[src/rtl/cpu_sequencer.sv]
// rtl/cpu_sequencer.sv - hardwired control FSM for the elementary CPU; optional single-step via SEQ_SINGLE_STEP_EN
module cpu_sequencer #(
    parameter int TMO_W   = 4,
    parameter int TMO_MAX = 12
) (
    input  logic        i_clk,
    input  logic        i_rst_n,
    input  logic [15:0] i_dec,
    input  logic        i_flag_z,
    input  logic        i_flag_c,
    input  logic        i_mem_rdy,
    input  logic        i_step,
    output logic        o_dec_en,
    output logic        o_ir_ld,
    output logic        o_opnd_ld,
    output logic        o_pc_inc,
    output logic        o_pc_ld,
    output logic        o_mem_rd,
    output logic        o_mem_wr,
    output logic        o_addr_sel,
    output logic        o_reg_we,
    output logic [2:0]  o_alu_op,
    output logic        o_flag_ld,
    output logic        o_io_rd,
    output logic        o_io_wr,
    output logic        o_halted,
    output logic        o_fault
);

    // Strobe positions in the decoder word (LSB = MOVA)
    localparam int B_MOVA = 0,  B_MOVB = 1,  B_MOVC = 2,  B_ADD  = 3;
    localparam int B_SUB  = 4,  B_AND  = 5,  B_NOT  = 6,  B_RSR  = 7;
    localparam int B_RSL  = 8,  B_JMP  = 9,  B_JZ   = 10, B_JC   = 11;
    localparam int B_IN   = 12, B_OUT  = 13, B_NOP  = 14, B_HALT = 15;

`ifdef SEQ_SINGLE_STEP_EN
    typedef enum logic [3:0] {
        S_IDLE, S_FETCH, S_DECODE, S_OPND, S_EXEC, S_MEM, S_HALT, S_FAULT, S_PAUSE
    } state_t;
`else
    typedef enum logic [3:0] {
        S_IDLE, S_FETCH, S_DECODE, S_OPND, S_EXEC, S_MEM, S_HALT, S_FAULT
    } state_t;
`endif

    state_t           r_state;
    state_t           w_next;
    state_t           w_done;
    logic [15:0]      r_strb;
    logic [TMO_W-1:0] r_tmo;
    logic             w_wait;
    logic             w_tmo_hit;
    logic             w_multi;
    logic             w_need_opnd;
    logic             w_is_jump;

`ifdef SEQ_SINGLE_STEP_EN
    assign w_done = S_PAUSE;
`else
    logic w_unused_step;
    assign w_unused_step = i_step;
    assign w_done        = S_FETCH;
`endif

    // More than one strobe hot is an illegal decode; none hot is a NOP
    assign w_multi     = (i_dec & (i_dec - 16'd1)) != 16'd0;
    assign w_need_opnd = i_dec[B_JMP] | i_dec[B_JZ] | i_dec[B_JC] | i_dec[B_MOVB] | i_dec[B_MOVC];
    assign w_is_jump   = r_strb[B_JMP] | r_strb[B_JZ] | r_strb[B_JC];
    // Timeout fires on the last allowed wait cycle only if ready is still absent
    assign w_tmo_hit   = !i_mem_rdy && (r_tmo == TMO_W'(TMO_MAX - 1));

    // State register
    always_ff @(posedge i_clk or negedge i_rst_n) begin
        if (!i_rst_n) r_state <= S_IDLE;
        else          r_state <= w_next;
    end

    // Latch decoder strobes at the end of DECODE
    always_ff @(posedge i_clk or negedge i_rst_n) begin
        if (!i_rst_n)                   r_strb <= '0;
        else if (r_state == S_DECODE)   r_strb <= i_dec;
    end

    // Memory wait counter: restarts on every state change, counts not-ready cycles while waiting
    always_ff @(posedge i_clk or negedge i_rst_n) begin
        if (!i_rst_n)                   r_tmo <= '0;
        else if (w_next != r_state)     r_tmo <= '0;
        else if (w_wait && !i_mem_rdy)  r_tmo <= r_tmo + 1'b1;
    end

    // Next-state and output decode
    always_comb begin
        w_next     = r_state;
        w_wait     = 1'b0;
        o_dec_en   = 1'b0;
        o_ir_ld    = 1'b0;
        o_opnd_ld  = 1'b0;
        o_pc_inc   = 1'b0;
        o_pc_ld    = 1'b0;
        o_mem_rd   = 1'b0;
        o_mem_wr   = 1'b0;
        o_addr_sel = 1'b0;
        o_reg_we   = 1'b0;
        o_alu_op   = 3'b111;
        o_flag_ld  = 1'b0;
        o_io_rd    = 1'b0;
        o_io_wr    = 1'b0;
        o_halted   = 1'b0;
        o_fault    = 1'b0;
        case (r_state)
            S_IDLE: w_next = S_FETCH;
            S_FETCH: begin
                o_mem_rd = 1'b1;
                w_wait   = 1'b1;
                if (i_mem_rdy) begin
                    o_ir_ld  = 1'b1;
                    o_pc_inc = 1'b1;
                    w_next   = S_DECODE;
                end else if (w_tmo_hit) begin
                    w_next = S_FAULT;
                end
            end
            S_DECODE: begin
                o_dec_en = 1'b1;
                if (w_multi)          w_next = S_FAULT;
                else if (w_need_opnd) w_next = S_OPND;
                else                  w_next = S_EXEC;
            end
            S_OPND: begin
                o_mem_rd = 1'b1;
                w_wait   = 1'b1;
                if (i_mem_rdy) begin
                    o_opnd_ld = 1'b1;
                    o_pc_inc  = 1'b1;
                    w_next    = w_is_jump ? S_EXEC : S_MEM;
                end else if (w_tmo_hit) begin
                    w_next = S_FAULT;
                end
            end
            S_EXEC: begin
                w_next = w_done;
                if (r_strb[B_MOVA]) begin o_alu_op = 3'b000; o_reg_we = 1'b1; end
                if (r_strb[B_ADD])  begin o_alu_op = 3'b001; o_reg_we = 1'b1; o_flag_ld = 1'b1; end
                if (r_strb[B_SUB])  begin o_alu_op = 3'b010; o_reg_we = 1'b1; o_flag_ld = 1'b1; end
                if (r_strb[B_AND])  begin o_alu_op = 3'b011; o_reg_we = 1'b1; o_flag_ld = 1'b1; end
                if (r_strb[B_NOT])  begin o_alu_op = 3'b100; o_reg_we = 1'b1; o_flag_ld = 1'b1; end
                if (r_strb[B_RSR])  begin o_alu_op = 3'b101; o_reg_we = 1'b1; o_flag_ld = 1'b1; end
                if (r_strb[B_RSL])  begin o_alu_op = 3'b110; o_reg_we = 1'b1; o_flag_ld = 1'b1; end
                if (r_strb[B_IN])   begin o_io_rd = 1'b1; o_reg_we = 1'b1; end
                if (r_strb[B_OUT])  o_io_wr = 1'b1;
                if (r_strb[B_JMP])  o_pc_ld = 1'b1;
                if (r_strb[B_JZ])   o_pc_ld = i_flag_z;
                if (r_strb[B_JC])   o_pc_ld = i_flag_c;
                if (r_strb[B_HALT]) w_next  = S_HALT;
            end
            S_MEM: begin
                o_addr_sel = 1'b1;
                o_mem_wr   = r_strb[B_MOVB];
                o_mem_rd   = r_strb[B_MOVC];
                w_wait     = 1'b1;
                if (i_mem_rdy) begin
                    o_reg_we = r_strb[B_MOVC];
                    w_next   = w_done;
                end else if (w_tmo_hit) begin
                    w_next = S_FAULT;
                end
            end
            S_HALT:  o_halted = 1'b1;
            S_FAULT: o_fault  = 1'b1;
`ifdef SEQ_SINGLE_STEP_EN
            S_PAUSE: if (i_step) w_next = S_FETCH;
`endif
            default: w_next = S_FAULT;
        endcase
    end

endmodule

[config.mk]
export PLATFORM = sky130hd
export DESIGN_NAME = cpu_sequencer
export DESIGN_NICKNAME = d
export VERILOG_FILES = /design/src/rtl/cpu_sequencer.sv
export SDC_FILE = /design/constraint.sdc
export NUM_CORES = 1
export LEC_CHECK = 0
export CAP_MARGIN = 0
export CORE_ASPECT_RATIO = 1.2
export CORE_MARGIN = 3
export CORE_UTILIZATION = 43
export CTS_CLUSTER_DIAMETER = 50
export CTS_CLUSTER_SIZE = 24
export DETAILED_ROUTE_END_ITERATION = 12
export PLACE_DENSITY_LB_ADDON = 0.08
export SYNTH_ARGS = -nofsm -noshare
export SYNTH_HDL_FRONTEND = slang
export SYNTH_SLANG_ARGS = --single-unit
[constraint.sdc]
create_clock -name i_clk -period 1.4 [get_ports i_clk]
set_input_delay 0.35 -clock i_clk [delete_from_list [all_inputs] [get_ports i_clk]]
set_output_delay 0.35 -clock i_clk [all_outputs]
set_load 0.02 [all_outputs]
=== Yosys cells after proc, flatten, opt, wreduce, memory -nomap -nowiden ===
Cells that the tools add are included.

* Flip-flop bits (word level): 24
* Bits in latches: 0
* Bits in writable memories: 0
* Memory bits (read-only): 0
* Logic and storage cells: 85
* Memories: 0

* Add/subtract/negate cells: 2
* Multipliers: 0
* Divide/modulo/power cells: 0
* Magnitude comparators: 0
* Equal/unequal tests: 9
* Shift-type cells: 0
* Muxes and demuxes: 55
* Bitwise operators: 7
* Reductions and logical operators: 9

{| class="wikitable"
|+ Operator list
! kind !! number
|-
| 1-bit two-way mux || 35
|-
| 3-bit two-way mux || 11
|-
| 4-bit one-hot mux with 7 select lines || 1
|-
| 4-bit two-way mux || 6
|-
| 16-bit AND || 1
|-
| 4-bit by 3-bit == test with 1-bit output (second input constant) || 4
|-
| 16-bit nonzero test || 1
|-
| 16-bit by 1-bit subtractor with 16-bit output (second input constant) || 1
|-
| 4-bit by 2-bit == test with 1-bit output (second input constant) || 2
|-
| 1-bit OR || 6
|-
| 4-bit by 1-bit adder with 4-bit output (second input constant) || 1
|-
| 4-bit by 1-bit == test with 1-bit output (second input constant) || 1
|-
| 4-bit == test (second input constant) || 1
|-
| 4-bit zero test || 1
|-
| 4-bit inequality test || 1
|-
| 1-bit one-hot mux with 2 select lines || 2
|-
| 2-bit OR reduction || 2
|-
| 3-bit OR reduction || 1
|-
| 1-bit logical AND || 2
|-
| 2-bit nonzero test || 1
|-
| 1-bit zero test || 1
|}

=== Logic depth before layout (Yosys ltp) ===
* Depth in word-level cells: 9
* Gate-level depth with buffers: 7
* Depth with buffers taken out: 6

=== Worst setup path after synthesis ===
Ideal clock, no wire load.

* Path type: register to output
* Start: register r_state[1]
* End: output port o_reg_we
* Arrival time: 1.400 ns
* Data required time: 1.050 ns
* Path slack: -0.350 ns
* Stages on the path, launching flop included: 7
* Path buffers: 1
* Path through: dfrtp_1 buf_4 inv_1 nand2_1 nor2_1 nand3_1 o21ai_0

* Cells in the longest elaborated chain, start to end: 2

{| class="wikitable"
|+ RTL lines
! item !! RTL line !! text
|-
| start, declared || 46 || <nowiki>state_t r_state;</nowiki>
|-
| start signal, assigned || 75 || <nowiki>else r_state <= w_next;</nowiki>
|-
| 4-bit by 3-bit == test with 1-bit output || 110 || <nowiki>case (r_state)</nowiki>
|-
| 1-bit one-hot mux with 2 select lines (*) || 110 ||
|-
| end, declared || 21 || <nowiki>output logic o_reg_we,</nowiki>
|}

Every way passes the cells marked *; elsewhere a longest branch is shown, timed or not.

=== Worst setup path after layout ===
* Start: register r_state[0]
* End: output port o_opnd_ld

* Cells in the longest elaborated chain, start to end: 2

{| class="wikitable"
|+ RTL lines
! item !! RTL line !! text
|-
| 4-bit by 2-bit == test with 1-bit output || 110 ||
|-
| 1-bit two-way mux || 110 ||
|-
| end, declared || 15 || <nowiki>output logic o_opnd_ld,</nowiki>
|}

Every way passes these cells.

==> metrics.txt <==
Fmax=493.5 MHz; Mapped Area=0.001469 mm2; number of synthesized flops with an enable pin=0; Skew-Pair Late Insertion Delay=0.32 ns; die area=0.004156 mm2; max-slew violation count=0; Netlist cell types=47; WP data required=1.05 ns; final core occ=92.69%; clock-pin slew on the worst setup and hold paths=0.14 ns; Antenna Nets Post-Route=0; wire per inst=24.49 um; pin count of the biggest net entering global routing=24; CTS Buf Count=3; max_cap viols=0; mean area per synthesized cell=9.356 um2; commonest cells after routing, fill and taps aside=buf_4, buf_6, dfrtp_1; vias in the first global route=1,967; worst slack at placement=-0.9619 ns; total track usage=30.80%; number of synthesized register bits=23; htree depth=1; via count=1,956; critical path fanouts, max=4; most used cell, CP=buf_6; drt total wl=7.591 mm; Layout Nets=298; final worst slack=-0.6262 ns; CTS root buffer=clkbuf_4; commonest non-fill, non-tap cell in the layout=buf_4; final hold viol count=0; port bufs=37; dpl hpwl=3.369 mm; Vias/cell=6.310; status=finished, violations left; ys flop type=dfrtp_1; peak supply drop=723.7 uV; clock buffer depth=2; ys async rst share=100.0%; leak pwr=1.367 nW; Iteration-0 DRC Markers=176; CTS tree=done; initial antenna violation count=0; Cells after Synth=157; core footprint=0.003166 mm2; min-delay worst type=in -> async; worst path cell trace=buf_6, and3b_4, or2b_4, nor2_4, buf_6; Area Overhead vs Synth=99.74%; period utilization=144.7%; Startpoint Class=flip-flop; io pins=39; DR DRC count=0; Post-Route Setup TNS=-17.54 ns; Yosys Warn Count=0; critical path type=reg -> out; failing checks=setup timing; die span in y=70.03 um; pwr dens=489.1 mW/mm2; slowest CP cell=dfrtp_2; final setup violating endpoints=39; Arr. time, crit path=1.68 ns; share of post-route cells with drive strength above 1=64.96%; dpl cell area=0.002338 mm2; # diodes=0; worst clock skew=0.005157 ns; share of the yosys chip area belonging to registers=39.18%; Design Power=1.435 mW; CP max stage delay=0.49 ns; RSZ-0062 raised after global routing=true; Detailed Routing Iterations Pass 1=5; RePlAce Congestion=0.8198; Tmin final=2.026 ns; Post-Syn Nets=180; final instance area=0.002934 mm2; Worst setup EP type=output pin; global-route wire length before repair=9.625 mm; hold-fix buffers at CTS=0; clk sink count=23; Die W=59.36 um; Initial Util=46.40%; cell row count=22; GRT overflow=0
area by class of cell:
class                           count  area (um2)
Multi-Input combinational cell    123        1170
Fill cell                         109       231.5
Timing Repair Buffer              119        1090
Clock inverter                      1       5.005
Inverter                            5       23.77
Clock buffer                        3       22.52
Tap cell                           36       45.04
Sequential cell                    23       578.1
critical path: cells and delay by family, from the launching register on:
family	cells	cell delay (ns)
flops	1	0.49
buf+inv	2	0.24
simple gates	3	0.63
layer usage:
layer  wire length (um)  GRT usage [%]  vias to the layer above
met3                582          4.621                       57
met5                  0              0                        -
met2               3880          55.77                      149
met4                546          17.13                        0
met1               2582          32.21                      947
li1                   -              -                      803
synth_stat cells, types with 2 or more instances:
library cell,count,area (um2)
nand3_1,7,35.03
o311ai_0,2,17.52
nor4_1,3,18.77
dfrtp_1,23,575.6
mux2_2,14,157.7
nor2_1,23,86.33
o211ai_1,2,15.01
xor2_1,2,17.52
nand3b_1,2,15.01
nor3_1,10,50.05
mux2i_1,2,20.02
nand2_1,9,33.78
inv_1,5,18.77
and2_1,3,18.77
o31ai_1,2,15.01
o21ai_0,6,30.03
nor2b_1,2,12.51
buf_2,3,15.01
a31oi_1,2,12.51
and3b_1,2,17.52
a21oi_1,6,30.03
a211oi_1,2,15.01
metrics by stage:
stage / std cells / hold slack (ns)
after floorplan: 157 / 0.05441
after global placement: 278 / 0.4820
after detailed placement: 278 / 0.5101
after CTS: 297 / 0.3828
after global routing: 310 / 0.4012
final: 310 / 0.3973
report_power, final:
group / switching [mW] / internal, mW / leakage, nW
clock: 0.224 / 0.107 / 0.0177
combinational: 0.182 / 0.192 / 1.07
sequential: 0.0332 / 0.695 / 0.283
total: 0.440 / 0.995 / 1.37
kinds of logic (layout without fill, tap and decap cells):
family	after synthesis	in the layout	synth area share, %
AO/OA/AOI/OAI	29	29	14.65
XOR/XNOR	3	3	1.789
adder cells (fa/ha/maj)	2	2	1.533
buffers and inverters	11	128	3.833
flip-flops	23	23	39.18
multiplexers	16	16	12.10
other	1	1	0.2553
AND/OR/NAND/NOR	72	72	26.66
state kept, by name (all words and copies together), names as in the netlist:
signal	count
r_state	4
r_tmo	4
r_strb	15
worst paths after layout:
kind,start,slack (ns),cells after the start,end
min reg2reg,r_strb[13]$_DFFE_PN0P_,0.55,1,r_strb[13]$_DFFE_PN0P_
min,i_rst_n,0.40,2,r_state[0]$_DFF_PN0_
max,r_state[0]$_DFF_PN0_,-0.63,5,o_opnd_ld
min in group i_clk,r_strb[13]$_DFFE_PN0P_,0.55,1,r_strb[13]$_DFFE_PN0P_
max in group asynchronous,i_rst_n,0.74,2,r_state[3]$_DFF_PN0_
max reg2reg,r_state[0]$_DFF_PN0_,-0.60,8,r_tmo[1]$_DFFE_PN0P_
what timing repair did:
action	in CTS	in global routing
endpoints found under the setup margin	39	39
gates cloned	2	0
hold endpoints to repair	0	0
resized for setup	167	41
pin swaps	26	17
buffers inserted	13	18
(Power assumes the default switching activity.)
